==> src/rtl/vu_vxu_banked8_viu_seq_pkg.sv <==
// Shared configuration for the banked VIU element sequencer: default widths
// and the sequencer state encoding.
package vu_vxu_banked8_viu_seq_pkg;

  // Element index / vector-length width (utidx).
  localparam int SZ_VLEN_DEF = 8;

  // VIU function word width (fn, fp and dw fields packed together).
  localparam int SZ_FN_DEF = 11;

  // Sequencer states: waiting for an op, issuing elements, final writeback.
  typedef enum logic [1:0] {
    ST_IDLE  = 2'd0,
    ST_RUN   = 2'd1,
    ST_DRAIN = 2'd2
  } seq_state_e;

endpackage

==> src/rtl/vu_vxu_banked8_viu_seq.sv <==
// Banked VIU element sequencer: accepts one vector op, issues elements
// 0..vlen_m1 to the external ALU one per non-stalled cycle, tracks the
// registered ALU writeback and counts the elements actually written.
module vu_vxu_banked8_viu_seq
  import vu_vxu_banked8_viu_seq_pkg::*;
#(
  parameter int SZ_VLEN = SZ_VLEN_DEF,
  parameter int SZ_FN   = SZ_FN_DEF
) (
  input  logic               clk,
  input  logic               reset,
  input  logic               issue_val,
  output logic               issue_rdy,
  input  logic [SZ_FN-1:0]   issue_fn,
  input  logic [SZ_VLEN-1:0] issue_vlen_m1,
  input  logic               issue_wen,
  input  logic               stall,
  output logic               seq_val,
  output logic               seq_wen,
  output logic [SZ_FN-1:0]   seq_fn,
  output logic [SZ_VLEN-1:0] seq_utidx,
  input  logic               alu_wen_masked,
  output logic               wb_val,
  output logic [SZ_VLEN-1:0] wb_utidx,
  output logic               done,
  output logic [SZ_VLEN:0]   wr_count
);

  seq_state_e         state_q, state_d;
  logic [SZ_FN-1:0]   fn_q, fn_d;
  logic [SZ_VLEN-1:0] vlen_m1_q, vlen_m1_d;
  logic               wen_q, wen_d;
  logic [SZ_VLEN-1:0] utidx_q, utidx_d;
  logic               wb_val_q, wb_val_d;
  logic [SZ_VLEN-1:0] wb_utidx_q, wb_utidx_d;
  logic [SZ_VLEN:0]   wr_cnt_q, wr_cnt_d;
  logic               wb_fire;
  logic [SZ_VLEN:0]   wr_sum;

  // Outputs; all are forced to their idle values while reset is held low so
  // the block looks idle for the whole reset window, not only after the edge.
  always_comb begin
    issue_rdy = ~reset | (state_q == ST_IDLE);
    seq_val   = reset & (state_q == ST_RUN) & ~stall;
    seq_wen   = seq_val & wen_q;
    seq_fn    = fn_q;
    seq_utidx = utidx_q;
    wb_val    = reset & wb_val_q;
    wb_utidx  = wb_utidx_q;
    done      = reset & (state_q == ST_DRAIN);
    wb_fire   = wb_val_q & alu_wen_masked;
    wr_sum    = wr_cnt_q + {{SZ_VLEN{1'b0}}, wb_fire};
    wr_count  = reset ? wr_sum : '0;
  end

  // Next-state logic: accept in IDLE, step utidx on non-stalled RUN cycles,
  // leave RUN on the last element (equality compare, so a full-range length
  // never wraps), and spend one DRAIN cycle for the final writeback.
  always_comb begin
    state_d    = state_q;
    fn_d       = fn_q;
    vlen_m1_d  = vlen_m1_q;
    wen_d      = wen_q;
    utidx_d    = utidx_q;
    wb_val_d   = seq_val;
    wb_utidx_d = utidx_q;
    wr_cnt_d   = wr_sum;
    unique case (state_q)
      ST_IDLE: begin
        if (issue_val) begin
          fn_d      = issue_fn;
          vlen_m1_d = issue_vlen_m1;
          wen_d     = issue_wen;
          utidx_d   = '0;
          wr_cnt_d  = '0;
          state_d   = ST_RUN;
        end
      end
      ST_RUN: begin
        if (!stall) begin
          if (utidx_q == vlen_m1_q) begin
            state_d = ST_DRAIN;
          end else begin
            utidx_d = utidx_q + SZ_VLEN'(1);
          end
        end
      end
      ST_DRAIN: begin
        state_d = ST_IDLE;
      end
      default: begin
        state_d = ST_IDLE;
      end
    endcase
  end

  // State registers with synchronous active-low reset; reset aborts any op.
  always_ff @(posedge clk) begin
    if (!reset) begin
      state_q    <= ST_IDLE;
      fn_q       <= '0;
      vlen_m1_q  <= '0;
      wen_q      <= 1'b0;
      utidx_q    <= '0;
      wb_val_q   <= 1'b0;
      wb_utidx_q <= '0;
      wr_cnt_q   <= '0;
    end else begin
      state_q    <= state_d;
      fn_q       <= fn_d;
      vlen_m1_q  <= vlen_m1_d;
      wen_q      <= wen_d;
      utidx_q    <= utidx_d;
      wb_val_q   <= wb_val_d;
      wb_utidx_q <= wb_utidx_d;
      wr_cnt_q   <= wr_cnt_d;
    end
  end

endmodule

==> config.mk <==
export PLATFORM = sky130hd
export DESIGN_NAME = vu_vxu_banked8_viu_seq
export DESIGN_NICKNAME = d
export VERILOG_FILES = /design/src/rtl/vu_vxu_banked8_viu_seq_pkg.sv /design/src/rtl/vu_vxu_banked8_viu_seq.sv
export SDC_FILE = /design/constraint.sdc
export NUM_CORES = 1
export LEC_CHECK = 0
export BUFFER_PORTS_ARGS = -buffer_cell sky130_fd_sc_hd__buf_2
export CORE_MARGIN = 3
export CORE_UTILIZATION = 56
export CTS_BUF_LIST = sky130_fd_sc_hd__clkbuf_8
export DETAILED_ROUTE_END_ITERATION = 12
export PLACE_DENSITY_LB_ADDON = 0.2
export SKIP_CTS_REPAIR_TIMING = 1
export SLEW_MARGIN = 25
export SYNTH_ARGS = -nofsm -noshare
export SYNTH_HDL_FRONTEND = slang
export SYNTH_SLANG_ARGS = --single-unit
==> constraint.sdc <==
create_clock -name clk -period 4.5 [get_ports clk]
set_clock_uncertainty 0.05 [all_clocks]
set_input_delay 0.45 -clock clk [delete_from_list [all_inputs] [get_ports clk]]
set_output_delay 0.45 -clock clk [all_outputs]
set_load 0.01 [all_outputs]
; ---- Word level (Yosys, flattened, before mapping)
; Cells that the tools add are included.
[totals]
reg_bits = 48
inputBits = 25
out_inout_bits = 41
[op_classes]
add_sub_neg = 2
eq_ne = 7
muxes = 11
n_bitwise = 9
n_reduce_logical = 5
[ops]
columns = op, n
row1 = $mux 9, 3
row2 = $mux 8, 3
row3 = $pmux 8 s2, 1
row4 = $add 9x1->9, 1
row5 = $add 8x1->8 const B, 1
row6 = $eq 8x8->1, 1
row7 = $and 1x1->1, 6
row8 = $mux 2, 3
row9 = $ne 2x2->1 const B, 3
row10 = $pmux 2 s2, 1
row11 = $reduce_and 4->1, 1
row12 = $reduce_and 3->1, 1
row13 = $eq 2x1->1 const B, 1
row14 = $eq 2x2->1 const B, 1
row15 = $logic_not 2->1, 1
row16 = $ne 2x1->1 const B, 1
row17 = $not 1->1, 2
row18 = $reduce_and 2->1, 1
row19 = $reduce_bool 2->1, 1
row20 = $or 1x1->1, 1

; ---- Logic depth before layout (Yosys ltp)
; Gate-level depths: netlist of the first run.
[depth]
ltp_word = 4
ltp_mapped = 7
depth_no_buf = 7

; ---- Worst setup path after synthesis of the first run
; OpenSTA, ideal clock, no wires.
[synth_timing]
path_kind = input to output
start = in reset
end = out seq_wen
arrival_ns = 1.422
slack_ns = 2.578
cell_stages = 6
n_path_buf = 2
cell_sequence = buf_2 nand2_1 or2_1 clkbuf_1 nor2_1 and2_1
[synth_via]
elab_chain_cells = 3
[synth_rtl]
columns = item, line
row1 = from (decl), vu_vxu_banked8_viu_seq.sv:11  ; input logic reset,
row2 = $and 1x1->1 (2 in series), vu_vxu_banked8_viu_seq.sv:44  ; seq_val = reset & (state_q == ST_RUN) & ~stall;
row3 = named net seq_val, vu_vxu_banked8_viu_seq.sv:18  ; output logic seq_val,
row4 = $and 1x1->1, vu_vxu_banked8_viu_seq.sv:45  ; seq_wen = seq_val & wen_q;
row5 = to (decl), vu_vxu_banked8_viu_seq.sv:19  ; output logic seq_wen,
; The timed path passes the listed nets, and every way through them passes these cells.

; ---- Worst setup path in the final report of the first run
[layout_timing]
start = reg wb_val_q
end = out wr_count[8]
[layout_via]
elab_chain_cells = 3
[layout_rtl]
columns = item, line
row1 = from (decl), vu_vxu_banked8_viu_seq.sv:34  ; logic wb_val_q, wb_val_d;
row2 = from (signal assigned), vu_vxu_banked8_viu_seq.sv:114  ; wb_val_q <= wb_val_d;
row3 = $and 1x1->1, vu_vxu_banked8_viu_seq.sv:51  ; wb_fire = wb_val_q & alu_wen_masked;
row4 = $add 9x1->9, vu_vxu_banked8_viu_seq.sv:52  ; wr_sum = wr_cnt_q + {{SZ_VLEN{1'b0}}, wb_fire};
row5 = $mux 9, vu_vxu_banked8_viu_seq.sv:53  ; wr_count = reset ? wr_sum : '0;
row6 = to (decl), vu_vxu_banked8_viu_seq.sv:26  ; output logic [SZ_VLEN:0] wr_count
; Every way passes these cells.

==> metrics.txt, run 1 <==
Net Sw Power=243 uW; Worst setup EP type=output pin; CP required=4000 ps; Period Utilization, post-route=50.5%; Reg2Reg Depth=4; Switching Fraction=28.0%; Die Area=0.00430 sq mm; DP Cell Count=335; Reg2Reg Setup Slack=2750 ps; largest net degree at the start of global routing=37; clock tree sinks=48; Cell Area, Synth=0.00199 sq mm; Peak VDD IR=0.301 mV; Worst Tran Pin Value=946 ps; vias in the first global route=1692; GR Overflow Total=0; Clk pin slew, worst setup/hold paths=80 ps; Arrival @ worst endpoint=1770 ps; Min-Delay Path Depth=2; LEAKAGE=0.00109 uW; dpl hpwl=3050 microns; Period minus WS final=2270 ps; Routed WL=4200 microns; worst hold endpoint=wb_val_q; share of cells above drive strength 1=26.8%; R2R Path Start=state_q[1]; Synth Warn #=0; worst hold start=stall; Power Density=361 mW/mm^2; Final ANT Viol Nets=0; Mapped Cells=237; startpoint type of the worst setup path=register; Inserted Diodes=0; Ports=66; crit-path max cell delay=330 ps; Final Hold Slack=307 ps; global-route wire length before repair=7200 microns; first drt pass iteration count=5; total track usage=21.7%; non-filler cells, final=343; vias=1813; syn_area_per_cell=8.38 sq um; # H-tree levels=2; clock root cell=clkbuf_8; worst setup slack after layout=2230 ps; crit-path cells=and2_1 -> ha_1 -> ha_1 -> nand3_1 -> nor2_1 -> xnor2_1 -> nor2_1 -> buf_2; fmax=440 MHz; Setup-failing EPs final=0; sequential fraction of design power=53.5%; part of the power in combinational logic=17.1%; internal power=627 uW; DRT iter0 DRCs=80; dpl ws=2330 ps; register area share after synthesis=48.4%; setup_tns=0 ps; unrepaired setup endpoints after global routing=false; Worst-Skew Late Latency=300 ps; status=completed; clock power share=29.4%; DRC violations left=0; Die H=65.5 microns; count of final hold-check violations=0; core area=0.00320 sq mm; Port-buffer cells=65; TritonCTS clock tree=built; Hold Crit Class=input pin to register; number of antenna violations at the first check in global routing=0; #FFs+latches synth=48; FP Rows=20; DR WL met2=1920 microns; Worst Path Buf+Inv=1; DRT met1 WL=1890 microns; Via-to-Cell Ratio=5.29; crit-path max FO=4; starting density of the core=62.0%; syn nets=265; critical path type=register to output pin; Routability Congestion=0.828; Max-Cap Viols=0; largest delay contributor family on the critical path=simple AND/OR/NAND/NOR gates; Reg-to-Reg End=seq_fn[2]; fin. max-slew vios=0; Met3 Wirelength=303 microns; post-synth cell types=34; CTS Buf Count=5; Synth-to-Final Area Change=21.5%; Slew headroom=36.9%; Top Metal Used=met4; CP max stage cell=dfxtp_1; Max clock buf depth=2; WL/cell=12.2 microns; Final nets=326; die width=65.5 microns
==> sequential cells by signal, indices dropped and copies added (netlist names) <==
signal     flops
seq_fn        11
seq_utidx      8
state_q        2
vlen_m1_q      8
wb_utidx       8
wb_val_q       1
wen_q          1
wr_cnt_q       9
==> routing by layer <==
layer  track usage (%)  up-vias
li1                  -      916
met1              26.3      823
met2              36.2       67
met3              6.50        7
met4              8.03        0
met5                 0        -
==> synthesized netlist by cell type <==
library cell | number | area share, %
buf_1 | 2 | 0.38
nor3_1 | 8 | 2.0
a21oi_1 | 20 | 5.0
xor2_1 | 3 | 1.3
nor3b_1 | 1 | 0.38
or3_1 | 1 | 0.32
dfxtp_1 | 48 | 48
ha_1 | 3 | 1.9
clkbuf_1 | 5 | 0.95
and2_2 | 1 | 0.38
xnor2_1 | 12 | 5.3
o31a_2 | 1 | 0.50
a22oi_1 | 2 | 0.76
and3_1 | 3 | 0.95
nand2_2 | 1 | 0.32
o31ai_1 | 3 | 1.1
nor4_1 | 1 | 0.32
inv_2 | 1 | 0.19
buf_2 | 4 | 1.0
mux2i_1 | 1 | 0.50
nor2_1 | 19 | 3.6
or2_1 | 1 | 0.32
nand2b_1 | 1 | 0.32
nand4_1 | 2 | 0.63
nand2_1 | 52 | 9.8
o41ai_4 | 1 | 1.4
a32o_1 | 1 | 0.50
o31ai_2 | 1 | 0.63
o21ai_1 | 7 | 1.8
inv_1 | 1 | 0.19
nor3_2 | 1 | 0.50
o21ai_0 | 3 | 0.76
and2_1 | 16 | 5.0
nand3_1 | 10 | 2.5
==> through the flow <==
| step | util [%] | total power (uW) | cell area [sq um] |
|---|---|---|---|
| floorplan | - | 581 | 1990 |
| global placement | 72.4 | 621 | 2320 |
| detailed placement | 72.4 | 625 | 2320 |
| CTS | 75.3 | 879 | 2410 |
| global route | 75.3 | 917 | 2410 |
| finish | 75.3 | 870 | 2410 |
==> cells in the final DEF (no fill, tap or decap), drive strengths merged, types with 4 or more instances in the layout <==
cell type  instances
a21oi             20
and2              17
buf               65
clkbuf             6
dfxtp             48
nand2             53
nand3             10
nor2              19
nor3               9
o21ai             10
o31ai              4
xnor2             12
==> cell families (layout without fill, tap and decap cells) <==
group	Yosys count	count (layout)	share of synthesized area, %
simple gates	118	118	27.4
flops	48	48	48.4
compound gates	39	39	12.5
xor+xnor	15	15	6.62
buf+inv	13	75	2.71
fa+ha+maj	3	3	1.89
mux	1	1	0.504
==> worst max path at each step <==
stage / from / to / slack (ps) / cells past startpoint
after global routing: wb_val_q / wr_count[8] / 2000 / 8
after global placement: alu_wen_masked / wr_count[8] / 2380 / 9
after floorplan: reset / seq_wen / 2580 / 6
final: wb_val_q / wr_count[8] / 2230 / 8
after detailed placement: alu_wen_masked / wr_count[8] / 2330 / 9
after CTS: wb_val_q / wr_count[8] / 2210 / 8
==> power groups by stage <==
stage / logic (uW) / clock network, uW / registers (uW)
CTS: 150 / 263 / 466
floorplan: 103 / 0 / 478
finish: 149 / 255 / 466
detailed placement: 149 / 0 / 476
global placement: 146 / 0 / 475
global route: 169 / 278 / 469
==> cell type report <==
class                      instances  area [sq um]
multi-input combinational        176           971
sequential                        48           961
fill                             258           791
timing repair buffer              65           325
clock buffer                       6          82.6
tap                               44          55.1
clock inverter                     2          10.0
inverter                           2          7.51
(Power assumes the default switching activity.)
==> inputs of run 2 (changes only) <==
--- a/config.mk
+++ b/config.mk
@@ -5,9 +5,10 @@
 export SDC_FILE = /design/constraint.sdc
 export NUM_CORES = 1
 export LEC_CHECK = 0
+export ABC_AREA = 1
 export BUFFER_PORTS_ARGS = -buffer_cell sky130_fd_sc_hd__buf_2
 export CORE_MARGIN = 3
-export CORE_UTILIZATION = 56
+export CORE_UTILIZATION = 52
 export CTS_BUF_LIST = sky130_fd_sc_hd__clkbuf_8
 export DETAILED_ROUTE_END_ITERATION = 12
 export PLACE_DENSITY_LB_ADDON = 0.2
==> constraint.sdc (replaced) <==
create_clock -name clk -period 2.4 [get_ports clk]
set_clock_uncertainty 0.05 [all_clocks]
set_input_delay 0.24 -clock clk [delete_from_list [all_inputs] [get_ports clk]]
set_output_delay 0.24 -clock clk [all_outputs]
set_load 0.01 [all_outputs]
==> run 2 against run 1 <==
  * Count of clock-buffer cells in the layout unchanged
  * Utilization is 7.6 points lower
  * Flip-flop and latch count unchanged
  * Register-to-register slack got worse by 2000 ps
  * Critical path depth rose by 2
  * Via count grew 9.2%
  * Non-clock buffer count up 3
  * Synthesized area is 6.5% higher
  * Synthesized cell count up 24%
  * Global-route usage shrank 2.9 points
  * Critical path type unchanged
  * Critical endpoint unchanged
==> metrics.txt, run 2 <==
largest area contributor in the netlist=dfxtp_1; Max-Cap Viols=0 (unchanged); share of cells above drive strength 1=25.8% (-0.99 points); unrepaired setup endpoints after global routing=false; Worst setup EP type=output pin; TritonCTS clock tree=built; syn_area_per_cell=7.17 sq um (-14%); startpoint type of the worst setup path=register; global-route wire length before repair=7590 microns (+5.5%); Arrival @ worst endpoint=1860 ps (+90 ps); starting density of the core=55.7% (-6.3 points); status=completed; worst hold start=issue_fn[1]; fill count=360 (+40%); DRC violations left=0 (unchanged); Post-synth EDFFs=0 (unchanged); total track usage=18.8% (-2.9 points); worst setup slack after layout=246 ps (-1980 ps); post-synth cell types=24 (-29%); R2R Path Start=seq_utidx[0]; first drt pass iteration count=4 (-1); vias in the first global route=1867 (+10%); fmax=464 MHz; Via-to-Cell Ratio=4.84 (-8.5%); dpl hpwl=3350 microns (+9.8%); register area share after synthesis=45.4% (-2.9 points); die width=69.8 microns (+6.4%); Routed WL=4470 microns (+6.6%); Die Area=0.00487 sq mm (+13%); Clk pin slew, worst setup/hold paths=80 ps (about the same); largest net degree at the start of global routing=23 (-38%); #FFs+latches synth=48 (unchanged); DRT iter0 DRCs=62 (-23%); Synth Flop Type=dfxtp_1; Final ANT Viol Nets=0 (unchanged); LEAKAGE=0.00134 uW (+23%); Worst Tran Pin Value=639 ps (-307 ps); Die H=69.8 microns (+6.4%); syn nets=323 (+22%); commonest non-fill, non-tap cell in the layout=buf_2; clock root cell=clkbuf_8; dpl ws=579 ps (-1750 ps); Slew headroom=57.3% (+20 points); number of antenna violations at the first check in global routing=0 (unchanged); top-area cell type share of the netlist area=45.4% (-2.9 points); Mapped Cells=295 (+24%); Synth Warn #=0 (unchanged); core area=0.00380 sq mm (+19%); Peak VDD IR=0.432 mV (+43%); Reg2Reg Depth=7 (+3); GR Overflow Total=0 (unchanged); Final nets=388 (+19%); Max clock buf depth=2 (unchanged); Final Cell Area=0.00257 sq mm (+6.6%); Ports=66 (unchanged); Reg-to-Reg End=seq_utidx[6]; largest cells by area after synthesis=dfxtp_1, nand2_1, nor2_1; Synth-to-Final Area Change=21.6% (about the same); Hold Crit Class=input pin to register; Routability Congestion=0.904 (+9.2%); placed cell areas=0.00248 sq mm (+6.9%); Port-buffer cells=65 (unchanged); top-count cell post-synth=nand2_1; commonest non-fill, non-tap cells in the layout=buf_2, nand2_1, nor2_1, dfxtp_1, inv_1; Commonest cells post-synth=nand2_1, nor2_1, dfxtp_1; count of final hold-check violations=0 (unchanged); Min-Delay Path Depth=3 (+1); vias=1979 (+9.2%); Reg2Reg Setup Slack=770 ps (-1980 ps); Period Utilization, post-route=89.8%; # H-tree levels=2 (unchanged); Inserted Diodes=0 (unchanged); Power Density=627 mW/mm^2 (+74%); fin. max-slew vios=0 (unchanged); Period minus WS final=2150 ps; CP required=2110 ps (-1890 ps); Largest register FFs=11 (unchanged); Cell Area, Synth=0.00211 sq mm (+6.5%); clock tree sinks=48 (unchanged); setup_tns=0 ps (unchanged); WL/cell=10.9 microns (-11%); Setup-failing EPs final=0 (unchanged); fraction of registers with async set/reset=0% (unchanged); worst hold endpoint=seq_fn[1]; Worst-Skew Late Latency=300 ps (about the same); critical path type=register to output pin; FP Rows=22 (+10%); Final Hold Slack=136 ps (-171 ps); crit-path max FO=3 (-1); CTS Buf Count=5 (unchanged)
## run 2: changes by cell type after synthesis, sizes merged, moves of 2 or more
cell / previous run / this run
xnor2: 12 / 4
a22oi: 2 / 0
a21oi: 20 / 9
o21ai: 10 / 29
inv: 2 / 39
nand3: 10 / 14
nand2: 53 / 59
nor2: 19 / 62
o31ai: 4 / 0
and2: 17 / 0
and3: 3 / 0
## run 2: cell type report
cell class / instances / area, sq um / share of cell area (%)
Timing Repair Buffer: 68 / 348 / 13.5
Tap cell: 48 / 60.1 / 2.34
Sequential cell: 48 / 961 / 37.4
Inverter: 39 / 146 / 5.69
Clock inverter: 2 / 10.0 / 0.389
Clock buffer: 6 / 82.6 / 3.21
Multi-Input combinational cell: 198 / 963 / 37.5
## run 2: how the worst max path moves through the flow
stage,cells after the start,to,slack [ps],from
after global placement,11,wr_count[8],620,alu_wen_masked
after CTS,10,wr_count[8],240,wb_val_q
after global routing,10,wr_count[8],80,wb_val_q
after floorplan,9,wr_count[8],730,wb_val_q
final,10,wr_count[8],250,wb_val_q
after detailed placement,10,wr_count[8],580,wb_val_q
## run 2: logic make-up (layout without fill, tap and decap cells)
| family | count (synthesis) | count (layout) | share of synthesized area, % |
|---|---|---|---|
| compound gates | 38 | 38 | 10.1 |
| xor+xnor | 7 | 7 | 2.90 |
| fa+ha+maj | 3 | 3 | 1.78 |
| buf+inv | 49 | 115 | 8.99 |
| flops | 48 | 48 | 45.4 |
| simple gates | 150 | 150 | 30.8 |
## run 2: critical path: stages (launching register included)
cell     delay, ps
dfxtp_1        330
nand2_1         50
inv_1           40
ha_1           150
ha_1           210
nand4_1        130
nor2_1         160
nand3_1        100
xor2_1         170
nor2_1          50
buf_2          160
## run 2: per-stage QoR
step                utilization [%]  cells  power (uW)
floorplan                         -    295        1060
global placement               65.3    401        1140
detailed placement             65.3    401        1140
CTS                            67.7    409        1630
global route                   67.7    409        1700
finish                         67.7    409        1610
## run 2: layer usage
metal  up-vias  part of all wire [%]  global-route usage (%)
met1       867                    45                    22.9
met4         0                   1.6                    7.87
li1       1041                     -                       -
met3         7                   6.7                    4.20
met5         -                     0                       0
met2        64                    47                    31.7
## run 2: where the power goes
part | switching (uW) | total, uW | internal, uW
sequential | 29.7 | 869 | 839
combinational | 157 | 255 | 97.9
clock | 258 | 488 | 230
==> inputs of run 3 (changes only) <==
--- a/config.mk
+++ b/config.mk
@@ -5,7 +5,6 @@
 export SDC_FILE = /design/constraint.sdc
 export NUM_CORES = 1
 export LEC_CHECK = 0
-export ABC_AREA = 1
 export BUFFER_PORTS_ARGS = -buffer_cell sky130_fd_sc_hd__buf_2
 export CORE_MARGIN = 3
 export CORE_UTILIZATION = 52
==> run 3 against run 2 <==
  * Critical path type unchanged
  * Total power rose by 0.58%
  * Highest routed layer unchanged
  * Fmax rose by 7.4%
  * First-iteration DRC count rose by 58%
  * Via count fell by 14%
  * Die area fell by 5.6%
  * Count of clock-buffer cells in the layout did not move
  * Critical endpoint unchanged
  * Utilization rose by 1.8 points
  * Clock power fell by 4.1%
  * Final cell count fell by 15%
==> metrics.txt, run 3 (synthesis gave the netlist of run 1 again) <==
Worst Tran Pin Value=709 ps (+70.0 ps); number of antenna violations at the first check in global routing=0 (unchanged); status=completed; Clk pin slew, worst setup/hold paths=80 ps (about the same); DRT iter0 DRCs=98 (+58%); commonest non-fill, non-tap cells in the layout=buf_2, nand2_1, dfxtp_1, a21oi_1, nor2_1; clock root cell=clkbuf_8; crit-path max cell delay=320 ps (about the same); crit-path cells=and2_1 -> ha_1 -> ha_1 -> nand3_1 -> nor2_1 -> xnor2_1 -> nor2_1 -> buf_2; Multi-input gate area=971 sq um (+0.78%); commonest non-fill, non-tap cell in the layout=buf_2; total power=1620 uW (+0.58%); total track usage=18.8% (-0.037 points); Arrival @ worst endpoint=1720 ps (-140 ps); Worst Path Buf+Inv=1 (-1); Hold Crit Class=input pin to register; Routability Congestion=0.822 (-9.1%); # H-tree levels=2 (unchanged); Slew headroom=52.6% (-4.7 points); CP max stage cell=dfxtp_1; TritonCTS clock tree=built; Reg2Reg Setup Slack=640 ps (-130 ps); Final ANT Viol Nets=0 (unchanged); placed cell areas=0.00234 sq mm (-5.7%); Final Cell Area=0.00243 sq mm (-5.6%); Worst-Skew Late Latency=290 ps (about the same); Port-buffer cells=65 (unchanged); Setup-failing EPs final=0 (unchanged); startpoint type of the worst setup path=register; DRC violations left=0 (unchanged); share of cells above drive strength 1=26.6% (+0.82 points); Worst setup EP type=output pin; largest net degree at the start of global routing=36 (+57%); dpl hpwl=2930 microns (-12%); CTS Buf Count=5 (unchanged); fin. max-slew vios=0 (unchanged); vias=1711 (-14%); Max clock buf depth=2 (unchanged); starting density of the core=56.8% (+1.2 points); Reg area=961 sq um (unchanged); Period Utilization, post-route=83.6% (-6.2 points); fmax=499 MHz (+7.4%); GR Overflow Total=0 (unchanged); dpl ws=672 ps (+92.8 ps); clock tree sinks=48 (unchanged); Max-Cap Viols=0 (unchanged); Via-to-Cell Ratio=4.93 (+1.9%); Util after Layout=69.5% (+1.8 points); vias in the first global route=1511 (-19%); critical path type=register to output pin; worst setup slack after layout=394 ps (+149 ps); CP required=2110 ps (about the same); count of final hold-check violations=0 (unchanged); Routed WL=4040 microns (-9.7%); Largest register FFs=11 (unchanged); fill count=308 (-14%); Die H=67.8 microns (-2.8%); Synth-to-Final Area Change=22.2%; unrepaired setup endpoints after global routing=false; WL/cell=11.6 microns (+6.5%); largest delay contributor family on the critical path=adder cells; Inserted Diodes=0 (unchanged); core area=0.00349 sq mm (-8.0%); Period minus WS final=2010 ps (-149 ps); Ports=66 (unchanged); Final nets=328 (-15%); LEAKAGE=0.00110 uW (-17%); setup_tns=0 ps (unchanged); die width=67.8 microns (-2.8%); crit-path max FO=4 (+1); global-route wire length before repair=6510 microns (-14%); Power Density=668 mW/mm^2 (+6.5%); first drt pass iteration count=4 (unchanged); Die Area=0.00460 sq mm (-5.6%); Peak VDD IR=0.444 mV (+2.9%); FP Rows=21 (-4.5%)
-- run 3: final timing paths --
| check | endpoint | depth (start not counted) | start |
|---|---|---|---|
| max | wr_count[8] | 8 | wb_val_q |
| max reg2reg | seq_utidx[4] | 5 | seq_utidx[6] |
| min | wb_val_q | 2 | stall |
| min reg2reg | seq_fn[4] | 2 | seq_fn[4] |
-- run 3: final cells by class --
cell class,instances,area share [%]
clock buffer,6,3.40
clock inverter,2,0.309
inverter,2,0.309
multi-input combinational,176,40.0
sequential,48,39.6
tap,46,2.37
timing repair buffer,67,14.0
-- run 3: where the power goes --
group          total (uW)  switching, uW  internal, uW  leakage, uW
clock network         468            241           227    0.0000538
registers             872           32.7           839     0.000390
logic                 282            171           110     0.000658
total                1620            445          1180      0.00110
-- run 3: worst reg2reg max path: stages, from the launching register on --
cell     delay [ps]
dfxtp_1         470
xnor2_1         180
nand3_1         140
o41ai_4         550
o21ai_0         180
o31ai_1         100
-- run 3: per-layer routing --
| metal | global-route usage (%) | routed length, microns | share of wire [%] |
|---|---|---|---|
| met1 | 23.6 | 1910 | 47 |
| met2 | 29.5 | 1830 | 45 |
| met3 | 5.49 | 248 | 6.1 |
| met4 | 8.44 | 53 | 1.3 |
| met5 | 0 | 0 | 0 |
-- run 3: stage by stage --
stage                     hold WS [ps]  instances
after floorplan                    262        237
after global placement             388        339
after detailed placement           394        339
after CTS                          105        347
after global routing               105        347
final                              122        347
